$ cat src/rtl/ni_packetizer_if.sv
// Bundle of the core request, payload and switch-controller flit channels
// seen by the NI packetizer. The core/switch side uses the master modport,
// the packetizer uses the slave modport.
`timescale 1ns/1ps

interface ni_packetizer_if #(
    parameter int FLIT_W = 8,
    parameter int LEN_W  = 3
);
    // Packet request from the local core
    logic              core_req;
    logic [1:0]        core_dest;
    logic [LEN_W-1:0]  core_len;
    logic              core_ack;

    // Payload byte stream from the local core
    logic [FLIT_W-1:0] pl_data;
    logic              pl_valid;
    logic              pl_ready;

    // Flit channel towards the switch controller
    logic              noc_ready;
    logic              flit_valid;
    logic [FLIT_W-1:0] flit_out_NI;

    // Status pulses and level
    logic              busy;
    logic              pkt_done;
    logic              len_err;
    logic              rsv_err;

    modport master (
        output core_req, core_dest, core_len,
        output pl_data, pl_valid,
        output noc_ready,
        input  core_ack, pl_ready, flit_valid, flit_out_NI,
        input  busy, pkt_done, len_err, rsv_err
    );

    modport slave (
        input  core_req, core_dest, core_len,
        input  pl_data, pl_valid,
        input  noc_ready,
        output core_ack, pl_ready, flit_valid, flit_out_NI,
        output busy, pkt_done, len_err, rsv_err
    );
endinterface

$ cat src/rtl/ni_packetizer.sv
// NI transmit packetizer: turns a core request plus payload bytes into a
// head flit, body flits and a trailer flit for the router switch controller,
// honouring noc_ready backpressure and blanking the bus when idle.
`timescale 1ns/1ps

module ni_packetizer #(
    parameter int                FLIT_W   = 8,
    parameter int                LEN_W    = 3,
    parameter int                MAX_LEN  = 4,
    parameter logic [5:0]        HEAD_TAG = 6'b101111,
    parameter logic [FLIT_W-1:0] TRAILER  = 8'hFF,
    parameter logic [FLIT_W-1:0] RSV_SUB  = 8'h7F
) (
    input  logic              clk,
    input  logic              rst,
    ni_packetizer_if.slave    bus
);

    typedef enum logic [1:0] {
        IDLE  = 2'd0,
        HEAD  = 2'd1,
        BODY  = 2'd2,
        TRAIL = 2'd3
    } state_e;

    state_e            state_q, state_d;

    // The destination is captured straight into the head flit held in the
    // output register, so only the remaining payload count needs its own flop.
    logic [LEN_W-1:0]  rem_q, rem_d;
    logic [FLIT_W-1:0] flit_q, flit_d;
    logic              flit_valid_q, flit_valid_d;
    logic              core_ack_q, core_ack_d;
    logic              pkt_done_q, pkt_done_d;
    logic              len_err_q, len_err_d;
    logic              rsv_err_q, rsv_err_d;
    logic              busy_q, busy_d;

    logic              xfer;
    logic              len_ok;
    logic              req_take;
    logic              pl_ready_w;
    logic              accept;
    logic              pl_rsv;
    logic [FLIT_W-1:0] pl_byte;
    logic              load_trailer;

    // A flit leaves the output register on this edge
    assign xfer = flit_valid_q && bus.noc_ready;

    assign len_ok = (bus.core_len != '0) && (bus.core_len <= LEN_W'(MAX_LEN));

    // A held core_req must not be consumed twice: the core only sees the
    // registered ack one cycle late, so skip the cycle in which ack is high.
    assign req_take = (state_q == IDLE) && bus.core_req && !core_ack_q;

    // Payload may enter whenever the output register is free or draining,
    // including the head cycle so body flits follow the head back-to-back.
    assign pl_ready_w = ((state_q == HEAD) || (state_q == BODY)) &&
                        (rem_q != '0) && (!flit_valid_q || bus.noc_ready);
    assign accept     = pl_ready_w && bus.pl_valid;

    // Bytes that would alias the idle, trailer or head encodings are replaced
    assign pl_rsv  = (bus.pl_data == '0) || (bus.pl_data == '1) ||
                     (bus.pl_data[FLIT_W-1 -: 6] == HEAD_TAG);
    assign pl_byte = pl_rsv ? RSV_SUB : bus.pl_data;

    // Trailer goes out once the payload count is exhausted and the register frees up
    assign load_trailer = (state_q == BODY) && (rem_q == '0) &&
                          (!flit_valid_q || bus.noc_ready);

    // State and output registers with synchronous reset to an empty, idle NI
    always_ff @(posedge clk) begin
        if (rst) begin
            state_q      <= IDLE;
            rem_q        <= '0;
            flit_q       <= '0;
            flit_valid_q <= 1'b0;
            core_ack_q   <= 1'b0;
            pkt_done_q   <= 1'b0;
            len_err_q    <= 1'b0;
            rsv_err_q    <= 1'b0;
            busy_q       <= 1'b0;
        end else begin
            state_q      <= state_d;
            rem_q        <= rem_d;
            flit_q       <= flit_d;
            flit_valid_q <= flit_valid_d;
            core_ack_q   <= core_ack_d;
            pkt_done_q   <= pkt_done_d;
            len_err_q    <= len_err_d;
            rsv_err_q    <= rsv_err_d;
            busy_q       <= busy_d;
        end
    end

    // Next-state sequencing through head, body and trailer phases
    always_comb begin
        state_d = state_q;
        case (state_q)
            IDLE: begin
                if (req_take && len_ok) begin
                    state_d = HEAD;
                end
            end
            HEAD: begin
                if (xfer) begin
                    state_d = BODY;
                end
            end
            BODY: begin
                if (load_trailer) begin
                    state_d = TRAIL;
                end
            end
            TRAIL: begin
                if (xfer) begin
                    state_d = IDLE;
                end
            end
            default: state_d = IDLE;
        endcase
    end

    // Output register, payload counter and status pulse updates per state
    always_comb begin
        rem_d        = rem_q;
        flit_d       = flit_q;
        flit_valid_d = flit_valid_q;
        core_ack_d   = 1'b0;
        pkt_done_d   = 1'b0;
        len_err_d    = 1'b0;
        rsv_err_d    = 1'b0;
        case (state_q)
            IDLE: begin
                if (req_take) begin
                    core_ack_d = 1'b1;
                    if (len_ok) begin
                        rem_d        = bus.core_len;
                        flit_d       = FLIT_W'({HEAD_TAG, bus.core_dest});
                        flit_valid_d = 1'b1;
                    end else begin
                        len_err_d = 1'b1;
                    end
                end
            end
            HEAD, BODY: begin
                if (accept) begin
                    flit_d       = pl_byte;
                    flit_valid_d = 1'b1;
                    rem_d        = rem_q - LEN_W'(1);
                    rsv_err_d    = pl_rsv;
                end else if (load_trailer) begin
                    flit_d       = TRAILER;
                    flit_valid_d = 1'b1;
                end else if (xfer) begin
                    flit_d       = '0;
                    flit_valid_d = 1'b0;
                end
            end
            TRAIL: begin
                if (xfer) begin
                    flit_d       = '0;
                    flit_valid_d = 1'b0;
                    pkt_done_d   = 1'b1;
                end
            end
            default: begin
                flit_d       = '0;
                flit_valid_d = 1'b0;
            end
        endcase
        busy_d = (state_d != IDLE);
    end

    assign bus.core_ack    = core_ack_q;
    assign bus.pl_ready    = pl_ready_w;
    assign bus.flit_valid  = flit_valid_q;
    assign bus.flit_out_NI = flit_q;
    assign bus.busy        = busy_q;
    assign bus.pkt_done    = pkt_done_q;
    assign bus.len_err     = len_err_q;
    assign bus.rsv_err     = rsv_err_q;

    // A stalled flit must stay put until the controller takes it
    a_hold_under_stall: assert property (@(posedge clk) disable iff (rst)
        (flit_valid_q && !bus.noc_ready) |=> (flit_valid_q && $stable(flit_q)));

    // The bus is blanked whenever no flit is offered
    a_blank_when_idle: assert property (@(posedge clk) disable iff (rst)
        !flit_valid_q |-> (flit_q == '0));

    // busy mirrors the state register
    a_busy_matches_state: assert property (@(posedge clk) disable iff (rst)
        busy_q == (state_q != IDLE));

    // A rejection is always reported together with the ack
    a_len_err_with_ack: assert property (@(posedge clk) disable iff (rst)
        len_err_q |-> core_ack_q);

endmodule

$ cat src/flat_wrapper.sv
// flat-port wrapper written by rule: the top's interface ports become plain ports
module ni_packetizer_flat 
#(
    parameter int                FLIT_W   = 8,
    parameter int                LEN_W    = 3,
    parameter int                MAX_LEN  = 4,
    parameter logic [5:0]        HEAD_TAG = 6'b101111,
    parameter logic [FLIT_W-1:0] TRAILER  = 8'hFF,
    parameter logic [FLIT_W-1:0] RSV_SUB  = 8'h7F
)
  (clk, rst, bus_core_req, bus_core_dest, bus_core_len, bus_pl_data, bus_pl_valid, bus_noc_ready, bus_core_ack, bus_pl_ready, bus_flit_valid, bus_flit_out_NI, bus_busy, bus_pkt_done, bus_len_err, bus_rsv_err);
  ni_packetizer_if #(.FLIT_W(FLIT_W), .LEN_W(LEN_W)) bus_i ();
  input  logic clk;
  input  logic rst;
  input wire logic [$bits(bus_i.core_req)-1:0] bus_core_req;
  input wire logic [$bits(bus_i.core_dest)-1:0] bus_core_dest;
  input wire logic [$bits(bus_i.core_len)-1:0] bus_core_len;
  input wire logic [$bits(bus_i.pl_data)-1:0] bus_pl_data;
  input wire logic [$bits(bus_i.pl_valid)-1:0] bus_pl_valid;
  input wire logic [$bits(bus_i.noc_ready)-1:0] bus_noc_ready;
  output wire logic [$bits(bus_i.core_ack)-1:0] bus_core_ack;
  output wire logic [$bits(bus_i.pl_ready)-1:0] bus_pl_ready;
  output wire logic [$bits(bus_i.flit_valid)-1:0] bus_flit_valid;
  output wire logic [$bits(bus_i.flit_out_NI)-1:0] bus_flit_out_NI;
  output wire logic [$bits(bus_i.busy)-1:0] bus_busy;
  output wire logic [$bits(bus_i.pkt_done)-1:0] bus_pkt_done;
  output wire logic [$bits(bus_i.len_err)-1:0] bus_len_err;
  output wire logic [$bits(bus_i.rsv_err)-1:0] bus_rsv_err;
  assign bus_i.core_req = bus_core_req;
  assign bus_i.core_dest = bus_core_dest;
  assign bus_i.core_len = bus_core_len;
  assign bus_i.pl_data = bus_pl_data;
  assign bus_i.pl_valid = bus_pl_valid;
  assign bus_i.noc_ready = bus_noc_ready;
  assign bus_core_ack = bus_i.core_ack;
  assign bus_pl_ready = bus_i.pl_ready;
  assign bus_flit_valid = bus_i.flit_valid;
  assign bus_flit_out_NI = bus_i.flit_out_NI;
  assign bus_busy = bus_i.busy;
  assign bus_pkt_done = bus_i.pkt_done;
  assign bus_len_err = bus_i.len_err;
  assign bus_rsv_err = bus_i.rsv_err;
  ni_packetizer #(.FLIT_W(FLIT_W), .LEN_W(LEN_W), .MAX_LEN(MAX_LEN), .HEAD_TAG(HEAD_TAG), .TRAILER(TRAILER), .RSV_SUB(RSV_SUB)) u_core (.clk(clk), .rst(rst), .bus(bus_i));
endmodule
$ cat config.mk
export PLATFORM = sky130hd
export DESIGN_NAME = ni_packetizer_flat
export DESIGN_NICKNAME = d
export VERILOG_FILES = /design/src/rtl/ni_packetizer_if.sv /design/src/rtl/ni_packetizer.sv /design/src/flat_wrapper.sv
export SDC_FILE = /design/constraint.sdc
export NUM_CORES = 1
export LEC_CHECK = 0
export CORE_UTILIZATION = 50
export CTS_CLUSTER_DIAMETER = 40
export DETAILED_ROUTE_END_ITERATION = 7
export GPL_TIMING_DRIVEN = 1
export HOLD_SLACK_MARGIN = 0.02
export PLACE_DENSITY = 0.85
export SLEW_MARGIN = 20
export SYNTH_ARGS = -nofsm -noshare
export SYNTH_HDL_FRONTEND = slang
export SYNTH_SLANG_ARGS = --single-unit
$ cat constraint.sdc
create_clock -name clk -period 3.4 [get_ports clk]
set_clock_uncertainty 0.15 [all_clocks]
set_input_delay 0.34 -clock clk [delete_from_list [all_inputs] [get_ports clk]]
set_output_delay 0.34 -clock clk [all_outputs]
set_load 0.05 [all_outputs]
==> results of run 1 <==
==> cell usage after synthesis, types with 2 or more instances <==
master / number
a211oi_1: 6
a21o_1: 2
a21oi_1: 8
a22o_1: 6
a311oi_1: 3
a31oi_1: 2
and3_1: 4
clkbuf_1: 2
dfxtp_1: 19
ha_1: 7
inv_1: 9
nand2_1: 10
nand2b_1: 2
nand3_1: 3
nand4_1: 2
nor2_1: 13
nor2b_1: 2
nor3_1: 2
o21ai_0: 2
o21ai_1: 7
o22ai_1: 2
or2_1: 3
or4_4: 2
==> worst paths after layout <==
check	depth (start not counted)	end
worst min register to register	1	u_core.bus.flit_out_NI[4]$_SDFFE_PP0P_
worst max-delay path	4	bus_pl_ready
worst max register to register	6	u_core.bus.flit_out_NI[0]$_SDFFE_PP0P_
worst min-delay path	1	u_core.bus.flit_out_NI[4]$_SDFFE_PP0P_
==> layer usage <==
layer  global-route usage, %  part of all wire [%]  vias to the layer above  routed length, microns
met5                       0                     0                        -                       0
met4                   8.095                   1.8                        0                      46
met3                   3.704                   5.9                        6                     150
met2                   35.59                    46                       41                    1156
met1                   28.87                    47                      517                    1188
li1                        -                     -                      570                       -
==> worst register-to-register path, delay by kind of cell, from the launching register on <==
kind | cells | cell delay (ns)
AND/OR/NAND/NOR | 2 | 0.76
adder cells (fa/ha/maj) | 1 | 0.46
buffers and inverters | 1 | 0.11
flip-flops | 1 | 0.40
AO/OA/AOI/OAI | 2 | 0.26
==> stage by stage <==
stage / instances / setup WS, ns / util, % / total power [uW]
after global placement: 191 / 0.9143 / 71.91 / 882.0
after global routing: 195 / 0.5176 / 73.24 / 1077
after floorplan: 135 / 1.297 / - / 728.5
after CTS: 195 / 0.6262 / 73.24 / 1009
after detailed placement: 191 / 0.9149 / 71.91 / 896.2
final: 195 / 0.6372 / 73.24 / 1007
==> cells by family (layout without fill, tap and decap cells) <==
| kind of cell | Yosys count | count (layout) | share of synthesized area [%] |
|---|---|---|---|
| fa+ha+maj | 7 | 7 | 7.675 |
| compound gates | 46 | 46 | 29.28 |
| flops | 19 | 19 | 33.33 |
| buf+inv | 12 | 45 | 4.057 |
| simple gates | 51 | 51 | 25.66 |
==> power by group <==
part	internal, uW	switching [uW]
Combinational	215	365
Clock	43.8	68.4
Sequential	278	36.6
==> sequential cells by signal (all words and copies together) (netlist names) <==
| register | cells |
|---|---|
| u_core.bus.flit_out_NI | 8 |
| u_core.rem_q | 3 |
| u_core.state_q | 2 |
| u_core.bus.busy | 1 |
| u_core.bus.core_ack | 1 |
| u_core.bus.flit_valid | 1 |
| u_core.bus.len_err | 1 |
| u_core.bus.pkt_done | 1 |
| u_core.bus.rsv_err | 1 |
==> area by class of cell <==
class,count,share of cell area (%)
sequential,19,25.19
timing repair buffer,32,21.21
inverter,9,2.237
clock buffer,3,1.491
tap,27,2.237
clock inverter,1,0.3314
multi-input combinational,104,47.31
==> results.rst, run 1 <==
.. list-table::
   :header-rows: 1

   * - Metric
     - Value
   * - Final std cell area, no fill
     - 1510 sq um
   * - Final hold vios
     - 0
   * - Data arrival time of the worst path
     - 2.27 ns
   * - Max incr delay on CP
     - approximately 0.8 ns
   * - Async S/R FF share, synth
     - 0%
   * - Chip width
     - approximately 50 microns
   * - Post-synth net total
     - 160
   * - Worst endpoint required time
     - 2.91 ns
   * - Top cells by area in the synthesized netlist
     - dfxtp_1 33%, ha_1 7.7%, a22o_1 4.6%
   * - Critical Path End Type
     - output pin
   * - Maximum fanout along the worst path
     - 11
   * - Top-Level Pins
     - 33
   * - Launching point of the worst reg2reg path
     - u_core.state_q[0]$_SDFF_PP0_
   * - First-pass iteration count of the detailed router
     - 4
   * - Average detailed-routed wire length per instance
     - roughly 13 microns
   * - Number of antenna violations at the first check in global routing
     - 0
   * - Vias after detailed routing
     - about 1,100
   * - Path type of the worst min-delay path
     - flop to flop
   * - Hold WS
     - ~0.34 ns
   * - Minimum setup slack among reg-to-reg paths
     - between 1 and 1.5 ns
   * - Fmax
     - 0.3619 GHz
   * - Leading register cell type out of synthesis
     - dfxtp_1
   * - Die area
     - about 2500 sq um
   * - Clock latency of the later-clocked register in the worst-skew pair
     - 0.29 ns
   * - Per-instance average area after synthesis
     - about 8.5 sq um
   * - Share of cells above drive strength 1
     - 6.548%
   * - Placeable Area
     - 2062 sq um
   * - GRT Residual Overflow
     - 0
   * - Maximum count of clock buffers along a single path
     - 2
   * - Final cycle utilization of the critical path
     - 81.26%
   * - Detailed Route WL
     - 2.540 mm
   * - Cell area reported after detailed placement
     - 1483 sq um
   * - Slowest cell on crit path
     - clkdlybuf4s50_1
   * - Startpoint type of the worst setup path
     - flop
   * - Clock tree from TritonCTS
     - done
   * - Cts hold-fix bufs
     - 0
   * - Number of synthesis warnings
     - 0
   * - Maximum level of the CTS H-tree
     - 1
   * - Number of rows created at floorplan
     - 16
   * - Top delay family on crit path
     - buffers and inverters
   * - Number of filler cells placed in the layout
     - about 160
   * - Final Max Tran Viols
     - 0
   * - Final setup TNS
     - 0 ns
   * - # diodes
     - 0
   * - First-pass GRT wire length
     - 4.229 mm
   * - Floorplan die height
     - ~50 microns
   * - Most frequent standard cell in the layout excluding fill and tap cells
     - clkdlybuf4s50_1
   * - Number of synthesized register bits
     - 19
   * - Cell breakdown of the critical path
     - inv_1 -> ha_1 -> and3_1 -> clkdlybuf4s50_1
   * - Post-synthesis sequential area ratio
     - 33.33%
   * - Worst Path Class, Setup
     - flop to output pin
   * - Clock root buffer
     - clkbuf_4
   * - Worst max-slew margin expressed relative to the limit
     - 60.44%
   * - Unrepaired setup endpoints after global routing
     - false
   * - Origin of the worst setup path
     - u_core.state_q[0]$_SDFF_PP0_
   * - Number of distinct library cell variants in the gate-level netlist after synthesis
     - 40
   * - Detailed placement HPWL
     - roughly 2.0 mm
   * - Final setup violation count
     - 0
   * - Sequential cell area
     - approximately 380 sq um
   * - Portion of synthesized cell area occupied by the leading cell type
     - 33.33%
   * - Routability cong.
     - approximately 0.88
   * - Worst Max-Slew Pin Slew
     - roughly 0.6 ns
   * - Post-detailed-route DRC marker count
     - 0
   * - Post CTS Setup Buffer Count
     - 0
   * - Post-synthesis cell type with the largest combined area
     - dfxtp_1
   * - Most frequent cells in the layout
     - 32 x clkdlybuf4s50_1, 19 x dfxtp_1, 13 x nor2_1
   * - Max-Cap Viols
     - 0
   * - Multi-input gate area in the final layout
     - 714.4 sq um
   * - Ratio of total power to cell area
     - 666.8 nW/um^2
   * - Overall routing resource usage
     - 21.94%
   * - Syn Inst Count
     - 135
   * - Number of flops mapped to enable cells by yosys
     - 0
   * - Initial Util
     - 55.34%
   * - Clk sinks
     - 19
   * - Clock transition at path regs
     - 0.11 ns
   * - Final period demand of the worst path
     - 2.763 ns
   * - Remaining antenna violation count
     - 0
   * - Cell leakage power
     - slightly above 0.0006 uW
   * - Via count of the first global-routing pass
     - approximately 1,000
   * - Outcome
     - completed
   * - Relative area change from synthesis to final layout
     - 32.35%
   * - Pin count of the biggest net entering global routing
     - 17
   * - Violation count after the first detailed-routing iteration
     - 37
   * - Peak VDD IR
     - between 0.4 and 0.5 mV
   * - Buffers on Ports
     - 32
   * - Number of buffer and inverter stages on the critical path
     - 2
   * - Number of cells upsized or downsized after cts
     - 0
   * - Post-synth design cell area
     - 1141 sq um
   * - Number of nets in the layout
     - 194
   * - Post-detailed-route via-to-cell ratio
     - between 5 and 6
   * - Inserted Clock Buffers
     - 3
   * - Startpoint of the lowest-slack hold path
     - u_core.bus.flit_out_NI[4]$_SDFFE_PP0P_
(Power assumes the default switching activity.)
==> run 2: changes to the inputs <==
--- a/config.mk
+++ b/config.mk
@@ -5,12 +5,12 @@
 export SDC_FILE = /design/constraint.sdc
 export NUM_CORES = 1
 export LEC_CHECK = 0
-export CORE_UTILIZATION = 50
+export CORE_UTILIZATION = 42
 export CTS_CLUSTER_DIAMETER = 40
 export DETAILED_ROUTE_END_ITERATION = 7
 export GPL_TIMING_DRIVEN = 1
 export HOLD_SLACK_MARGIN = 0.02
-export PLACE_DENSITY = 0.85
+export PLACE_DENSITY = 0.76
 export SLEW_MARGIN = 20
 export SYNTH_ARGS = -nofsm -noshare
 export SYNTH_HDL_FRONTEND = slang
==> constraint.sdc (replaced) <==
create_clock -name clk -period 2.3 [get_ports clk]
set_clock_uncertainty 0.15 [all_clocks]
set_input_delay 0.23 -clock clk [delete_from_list [all_inputs] [get_ports clk]]
set_output_delay 0.23 -clock clk [all_outputs]
set_load 0.05 [all_outputs]
==> results.rst, run 2 (synthesis gave the netlist of run 1 again) <==
.. list-table::
   :header-rows: 1

   * - Metric
     - Value
   * - Outcome
     - completed (unchanged)
   * - Inserted Clock Buffers
     - 3 (unchanged)
   * - Clock tree from TritonCTS
     - done (unchanged)
   * - Minimum setup slack among reg-to-reg paths
     - 0.14 ns (was 1.13 ns)
   * - Startpoint of the lowest-slack hold path
     - u_core.bus.flit_out_NI[3]$_SDFFE_PP0P_ (was u_core.bus.flit_out_NI[4]$_SDFFE_PP0P_)
   * - Final period demand of the worst path
     - 2.157 ns
   * - Critical Path End Type
     - flop (was output pin)
   * - Final cycle utilization of the critical path
     - between 90% and 100%
   * - Worst endpoint required time
     - 2.35 ns (was 2.91 ns)
   * - Slowest cell on crit path
     - or4_1 (was clkdlybuf4s50_1)
   * - # diodes
     - 0 (unchanged)
   * - Startpoint type of the worst setup path
     - flop (unchanged)
   * - Maximum count of clock buffers along a single path
     - 2 (unchanged)
   * - Depth of the worst register-to-register path
     - 7 (was 6)
   * - Path type of the worst min-delay path
     - flop to flop (unchanged)
   * - Reg-to-Reg End
     - u_core.bus.flit_out_NI[6]$_SDFFE_PP0P_ (was u_core.bus.flit_out_NI[0]$_SDFFE_PP0P_)
   * - Max incr delay on CP
     - 0.50 ns (was 0.80 ns)
   * - Final setup violation count
     - 0 (unchanged)
   * - Layer with the highest usage after global routing
     - met2 (unchanged)
   * - Die area
     - 2930 sq um (was 2477 sq um)
   * - Clock transition at path regs
     - 0.12 ns (was 0.11 ns)
   * - Global routing met1 resource utilization
     - 25.71% (was 28.87%)
   * - Final Power
     - 1544 uW (was 1007 uW)
   * - Cell area reported after detailed placement
     - 1541 sq um (was 1483 sq um)
   * - Overall routing resource usage
     - 21.89% (was 21.94%)
   * - Final hold vios
     - 0 (unchanged)
   * - Final std cell area, no fill
     - 1570 sq um (was 1510 sq um)
   * - Hold depth
     - 1 (unchanged)
   * - Chip width
     - 54.13 microns (was 49.77 microns)
   * - Cell breakdown of the critical path
     - inv_1 -> ha_1 -> and3b_1 -> and3_1 -> or4_1 -> a32oi_1 -> o2bb2ai_1 (was inv_1 -> ha_1 -> and3_1 -> clkdlybuf4s50_1)
   * - Placeable Area
     - 2522 sq um (was 2062 sq um)
   * - Number of rows created at floorplan
     - 18 (was 16)
   * - Worst Max-Slew Pin Slew
     - 0.5010 ns (was 0.5916 ns)
   * - Ratio of total power to cell area
     - 983.1 nW/um^2 (was 666.8 nW/um^2)
   * - First-pass GRT wire length
     - 4.616 mm (was 4.229 mm)
   * - Launching point of the worst reg2reg path
     - u_core.state_q[0]$_SDFF_PP0_ (unchanged)
   * - Top-Level Pins
     - 33 (unchanged)
   * - Number of antenna violations at the first check in global routing
     - 0 (unchanged)
   * - Data arrival time of the worst path
     - 2.20 ns (was 2.27 ns)
   * - Number of buffer and inverter stages on the critical path
     - 1 (was 2)
   * - Max-Cap Viols
     - 0 (unchanged)
   * - Initial Util
     - 45.24% (was 55.34%)
   * - Post-detailed-route via-to-cell ratio
     - 5.730 (was 5.815)
   * - Buffers on Ports
     - 32 (unchanged)
   * - First-pass iteration count of the detailed router
     - 4 (unchanged)
   * - Cts hold-fix bufs
     - 0 (unchanged)
   * - Share of cells above drive strength 1
     - 10.92% (was 6.548%)
   * - Unrepaired setup endpoints after global routing
     - false (unchanged)
   * - Post-detailed-route DRC marker count
     - 0 (unchanged)
   * - Maximum level of the CTS H-tree
     - 1 (unchanged)
   * - GR Layer Usage met2
     - 38.41% (was 35.59%)
   * - Pin count of the biggest net entering global routing
     - 12 (was 17)
   * - Via count of the first global-routing pass
     - 1,098 (was 1,002)
   * - Worst Path Class, Setup
     - flop to flop (was flop to output pin)
   * - Placed cell count
     - 200 (was 191)
   * - Post-layout instance count excluding filler cells
     - 204 (was 195)
   * - Number of nets in the layout
     - 200 (was 194)
   * - Clock root buffer
     - clkbuf_4 (unchanged)
   * - Peak VDD IR
     - 0.8977 mV (was 0.4959 mV)
   * - Floorplan die height
     - 54.13 microns (was 49.77 microns)
   * - Vias after detailed routing
     - 1,169 (was 1,134)
   * - Clk sinks
     - 19 (unchanged)
   * - Clock latency of the later-clocked register in the worst-skew pair
     - 0.31 ns (was 0.29 ns)
   * - Max reg flops
     - 8 (unchanged)
   * - Detailed placement HPWL
     - 2.188 mm (was 1.989 mm)
   * - Remaining antenna violation count
     - 0 (unchanged)
   * - Final setup TNS
     - 0 ns (unchanged)
   * - GRT Residual Overflow
     - 0 (unchanged)
   * - Detailed Route WL
     - 2.750 mm (was 2.540 mm)
   * - Most frequent cells in the layout
     - 31 x clkdlybuf4s50_1, 18 x dfxtp_1, 13 x nor2_1 (was 32 x clkdlybuf4s50_1, 19 x dfxtp_1, 13 x nor2_1)
   * - Hold-critical path endpoint
     - u_core.bus.flit_out_NI[3]$_SDFFE_PP0P_ (was u_core.bus.flit_out_NI[4]$_SDFFE_PP0P_)
   * - Top delay family on crit path
     - simple AND/OR/NAND/NOR gates (was buffers and inverters)
   * - Most frequent standard cell in the layout excluding fill and tap cells
     - clkdlybuf4s50_1 (unchanged)
   * - Fmax
     - 0.4637 GHz
   * - Relative area change from synthesis to final layout
     - 37.61% (was 32.35%)
   * - Average detailed-routed wire length per instance
     - 13.48 microns (was 13.03 microns)
   * - Final Max Tran Viols
     - 0 (unchanged)
   * - Met3 Usage GRT
     - 3.390% (was 3.704%)
   * - Violation count after the first detailed-routing iteration
     - 22 (was 37)
   * - Cell leakage power
     - 0.0006545 uW (was 0.0006215 uW)
   * - Worst max-slew margin expressed relative to the limit
     - 66.49% (was 60.44%)
   * - Routability cong.
     - 0.7972 (was 0.8772)
   * - Maximum fanout along the worst path
     - 4 (was 11)
==> run 2: changes by cell type in the layout (fill, tap and decap cells not counted) <==
cell,previous run,this run
dfxtp_2,0,1
buf_4,0,6
clkdlybuf4s50_1,32,31
buf_12,0,1
dfxtp_1,19,18
==> run 2: final cells by class <==
cell class	instances	area, sq um
Inverter	9	33.78
Timing Repair Buffer	38	375.4
Multi-Input combinational cell	104	714.4
Sequential cell	19	381.6
Tap cell	30	37.54
Fill cell	234	952.2
Clock buffer	3	22.52
Clock inverter	1	5.005
==> run 2: metrics by stage <==
step | util [%] | worst slack, ns | hold WS (ns)
detailed placement | 61.11 | 0.1070 | 0.3233
CTS | 62.20 | 0.09214 | 0.3500
global placement | 61.11 | 0.1520 | 0.3128
floorplan | - | 0.1970 | 0.1594
global route | 62.25 | 0.05203 | 0.3762
finish | 62.25 | 0.1435 | 0.3480
==> run 2: how the worst max path moves through the flow <==
stage | cells past startpoint | to | slack, ns | startpoint
after detailed placement | 7 | u_core.bus.flit_out_NI[6]$_SDFFE_PP0P_ | 0.11 | u_core.state_q[0]$_SDFF_PP0_
after global placement | 6 | u_core.bus.flit_out_NI[0]$_SDFFE_PP0P_ | 0.15 | bus_pl_data[5]
after global routing | 7 | u_core.bus.flit_out_NI[6]$_SDFFE_PP0P_ | 0.05 | u_core.state_q[0]$_SDFF_PP0_
final | 7 | u_core.bus.flit_out_NI[6]$_SDFFE_PP0P_ | 0.14 | u_core.state_q[0]$_SDFF_PP0_
after floorplan | 5 | u_core.bus.flit_out_NI[6]$_SDFFE_PP0P_ | 0.20 | u_core.bus.flit_valid$_SDFFE_PP0P_
after CTS | 7 | u_core.bus.flit_out_NI[6]$_SDFFE_PP0P_ | 0.09 | u_core.state_q[0]$_SDFF_PP0_
==> run 2: power by group <==
group          internal (uW)  switching (uW)  total (uW)  leakage (uW)
registers                413            51.9         465      0.000156
clock network           65.0             111         176     0.0000177
logic                    350             552         902      0.000480
==> run 2: repair_timing <==
action | 4_1_cts | 5_1_grt
gates resized for setup | 0 | 1
setup buffers | 0 | 0
setup endpoints to repair | 0 | 1
==> run 2: per-layer routing <==
metal / share of wire [%] / up-vias
li1: - / 578
met5: 0 / -
met4: 1.5 / 0
met3: 5.4 / 5
met2: 50 / 33
met1: 44 / 553
==> run 3: changes to the inputs <==
--- a/config.mk
+++ b/config.mk
@@ -5,12 +5,12 @@
 export SDC_FILE = /design/constraint.sdc
 export NUM_CORES = 1
 export LEC_CHECK = 0
-export CORE_UTILIZATION = 42
+export CORE_UTILIZATION = 46
 export CTS_CLUSTER_DIAMETER = 40
 export DETAILED_ROUTE_END_ITERATION = 7
 export GPL_TIMING_DRIVEN = 1
 export HOLD_SLACK_MARGIN = 0.02
-export PLACE_DENSITY = 0.76
+export PLACE_DENSITY = 0.79
 export SLEW_MARGIN = 20
 export SYNTH_ARGS = -nofsm -noshare
 export SYNTH_HDL_FRONTEND = slang
==> constraint.sdc (replaced) <==
create_clock -name clk -period 2.1 [get_ports clk]
set_clock_uncertainty 0.15 [all_clocks]
set_input_delay 0.21 -clock clk [delete_from_list [all_inputs] [get_ports clk]]
set_output_delay 0.21 -clock clk [all_outputs]
set_load 0.05 [all_outputs]
==> results.rst, run 3 (synthesis gave the netlist of run 1 again) <==
.. list-table::
   :header-rows: 1

   * - Metric
     - Value
   * - Via count of the first global-routing pass
     - 1,136 (was 1,098)
   * - Final cycle utilization of the critical path
     - 97.85% (was 93.76%)
   * - Remaining antenna violation count
     - 0 (unchanged)
   * - # diodes
     - 0 (unchanged)
   * - First-pass GRT wire length
     - 4.947 mm (was 4.616 mm)
   * - Post CTS Setup Buffer Count
     - 0 (unchanged)
   * - Max reg flops
     - 8 (unchanged)
   * - Met3 Usage GRT
     - 3.509% (was 3.390%)
   * - Number of antenna violations at the first check in global routing
     - 0 (unchanged)
   * - Routability cong.
     - 0.8522 (was 0.7972)
   * - Hold WS
     - 0.3438 ns (was 0.3480 ns)
   * - Final Max Tran Viols
     - 0 (unchanged)
   * - Final std cell area, no fill
     - 1688 sq um (was 1570 sq um)
   * - Most frequent standard cell in the layout excluding fill and tap cells
     - clkdlybuf4s50_1 (unchanged)
   * - Average detailed-routed wire length per instance
     - 14.40 microns (was 13.48 microns)
   * - Initial Util
     - 50.14% (was 45.24%)
   * - Maximum fanout along the worst path
     - 4 (unchanged)
   * - Clock latency of the later-clocked register in the worst-skew pair
     - 0.31 ns (about the same)
   * - Clock transition at path regs
     - 0.11 ns (was 0.12 ns)
   * - Final hold vios
     - 0 (unchanged)
   * - Path type of the worst min-delay path
     - flop to flop (unchanged)
   * - Minimum setup slack among reg-to-reg paths
     - 0.05 ns (was 0.14 ns)
   * - Depth of the worst register-to-register path
     - 7 (unchanged)
   * - Overall routing resource usage
     - 24.82% (was 21.89%)
   * - Floorplan die height
     - 51.81 microns (was 54.13 microns)
   * - Inserted Clock Buffers
     - 3 (unchanged)
   * - Final period demand of the worst path
     - 2.055 ns (was 2.157 ns)
   * - Placeable Area
     - 2276 sq um (was 2522 sq um)
   * - Number of nets in the layout
     - 209 (was 200)
   * - Final Power
     - 1779 uW (was 1544 uW)
   * - Launching point of the worst reg2reg path
     - u_core.state_q[0]$_SDFF_PP0_ (unchanged)
   * - Worst endpoint required time
     - 2.15 ns (was 2.35 ns)
   * - Relative area change from synthesis to final layout
     - 47.92% (was 37.61%)
   * - Vias after detailed routing
     - 1,228 (was 1,169)
   * - Detailed placement HPWL
     - 2.377 mm (was 2.188 mm)
   * - Maximum level of the CTS H-tree
     - 1 (unchanged)
   * - Worst max-slew margin expressed relative to the limit
     - 66.40% (was 66.49%)
   * - Top-Level Pins
     - 33 (unchanged)
   * - Violation count after the first detailed-routing iteration
     - 33 (was 22)
   * - GRT Residual Overflow
     - 0 (unchanged)
   * - Clk sinks
     - 19 (unchanged)
   * - Worst Max-Slew Pin Slew
     - 0.5024 ns (was 0.5010 ns)
   * - Post-detailed-route DRC marker count
     - 0 (unchanged)
   * - Detailed Route WL
     - 3.038 mm (was 2.750 mm)
   * - Cell leakage power
     - 0.0007016 uW (was 0.0006545 uW)
   * - Startpoint type of the worst setup path
     - flop (unchanged)
   * - Die area
     - 2684 sq um (was 2930 sq um)
   * - Number of rows created at floorplan
     - 17 (was 18)
   * - Buffers on Ports
     - 32 (unchanged)
   * - Critical Path End Type
     - flop (unchanged)
   * - Data arrival time of the worst path
     - 2.11 ns (was 2.20 ns)
   * - Final setup violation count
     - 0 (unchanged)
   * - Clock tree from TritonCTS
     - done (unchanged)
   * - Origin of the worst setup path
     - u_core.state_q[0]$_SDFF_PP0_ (unchanged)
   * - Cell area reported after detailed placement
     - 1608 sq um (was 1541 sq um)
   * - Fmax
     - 0.4867 GHz (was 0.4637 GHz)
   * - Maximum count of clock buffers along a single path
     - 2 (unchanged)
   * - Pin count of the biggest net entering global routing
     - 12 (unchanged)
   * - Ratio of total power to cell area
     - 1054 nW/um^2 (was 983.1 nW/um^2)
   * - Reg-to-Reg End
     - u_core.bus.flit_out_NI[6]$_SDFFE_PP0P_ (unchanged)
   * - First-pass iteration count of the detailed router
     - 5 (was 4)
   * - Most frequent cells in the layout
     - 31 x clkdlybuf4s50_1, 15 x buf_4, 15 x dfxtp_1 (was 31 x clkdlybuf4s50_1, 18 x dfxtp_1, 13 x nor2_1)
   * - Global routing met1 resource utilization
     - 26.77% (was 25.71%)
   * - Post-detailed-route via-to-cell ratio
     - 5.820 (was 5.730)
   * - Layer with the highest usage after global routing
     - met2 (unchanged)
   * - Outcome
     - completed (unchanged)
   * - Unrepaired setup endpoints after global routing
     - false (unchanged)
   * - Worst setup endpoint
     - u_core.bus.flit_out_NI[6]$_SDFFE_PP0P_ (unchanged)
   * - Worst Path Class, Setup
     - flop to flop (unchanged)
   * - Peak VDD IR
     - 0.8866 mV (was 0.8977 mV)
   * - Clock root buffer
     - clkbuf_4 (unchanged)
   * - Chip width
     - 51.81 microns (was 54.13 microns)
   * - Setup slack after layout
     - 0.04517 ns (was 0.1435 ns)
   * - Share of cells above drive strength 1
     - 21.86% (was 10.92%)
   * - Max-Cap Viols
     - 0 (unchanged)
   * - GR Layer Usage met2
     - 46.97% (was 38.41%)
   * - Pre-CTS setup slack
     - -0.08169 ns (was 0.1070 ns)
-- run 3: how the worst min path moves through the flow --
stage | cells after the start | from | end
6_report | 1 | u_core.bus.flit_out_NI[2]$_SDFFE_PP0P_ | u_core.bus.flit_out_NI[2]$_SDFFE_PP0P_
2_1_floorplan | 1 | rst | u_core.state_q[0]$_SDFF_PP0_
4_1_cts | 1 | u_core.bus.flit_out_NI[7]$_SDFFE_PP0P_ | u_core.bus.flit_out_NI[7]$_SDFFE_PP0P_
5_1_grt | 1 | u_core.bus.flit_out_NI[5]$_SDFFE_PP0P_ | u_core.bus.flit_out_NI[5]$_SDFFE_PP0P_
3_3_place_gp | 1 | u_core.bus.flit_out_NI[7]$_SDFFE_PP0P_ | u_core.bus.flit_out_NI[7]$_SDFFE_PP0P_
3_5_place_dp | 1 | u_core.bus.flit_out_NI[7]$_SDFFE_PP0P_ | u_core.bus.flit_out_NI[7]$_SDFFE_PP0P_
-- run 3: routing by layer --
layer / routed length [microns] / vias to the layer above / share of wire (%)
met5: 0 / - / 0
met4: 65 / 0 / 2.1
met3: 164 / 9 / 5.4
met2: 1484 / 58 / 49
met1: 1323 / 562 / 44
li1: - / 599 / -
-- run 3: where the power goes --
part	switching (uW)	leakage (uW)	internal, uW
Sequential	55.0	0.000158	454
Clock	125	0.0000177	71.3
Combinational	640	0.000526	434
Total	820	0.000702	960
-- run 3: layout make-up --
cell class / count / area, sq um
multi-input combinational: 104 / 760.7
fill: 169 / 588.1
clock inverter: 1 / 5.005
tap: 28 / 35.03
inverter: 9 / 33.78
sequential: 19 / 387.9
clock buffer: 3 / 22.52
timing repair buffer: 47 / 442.9
-- run 3: stage by stage --
stage	setup TNS, ns	cells	util [%]
after floorplan	0	135	-
after global placement	0	207	70.64
after detailed placement	-0.1860	207	70.64
after CTS	0	211	72.62
after global routing	0	211	74.16
final	0	211	74.16
-- run 3: what timing repair did --
| action | in CTS | in global routing |
|---|---|---|
| resized for setup | 6 | 9 |
| pin swaps | 1 | 2 |
| setup endpoints to repair | 1 | 2 |
| hold buffers | 0 | 0 |
-- run 3: critical path, cell delays in order (launching register included) --
cell and delay [ns]:
dfxtp_2 0.35, inv_2 0.07, ha_4 0.17, and3b_1 0.18, and3_4 0.19, or4_4 0.51
a32oi_2 0.25, o2bb2ai_1 0.09
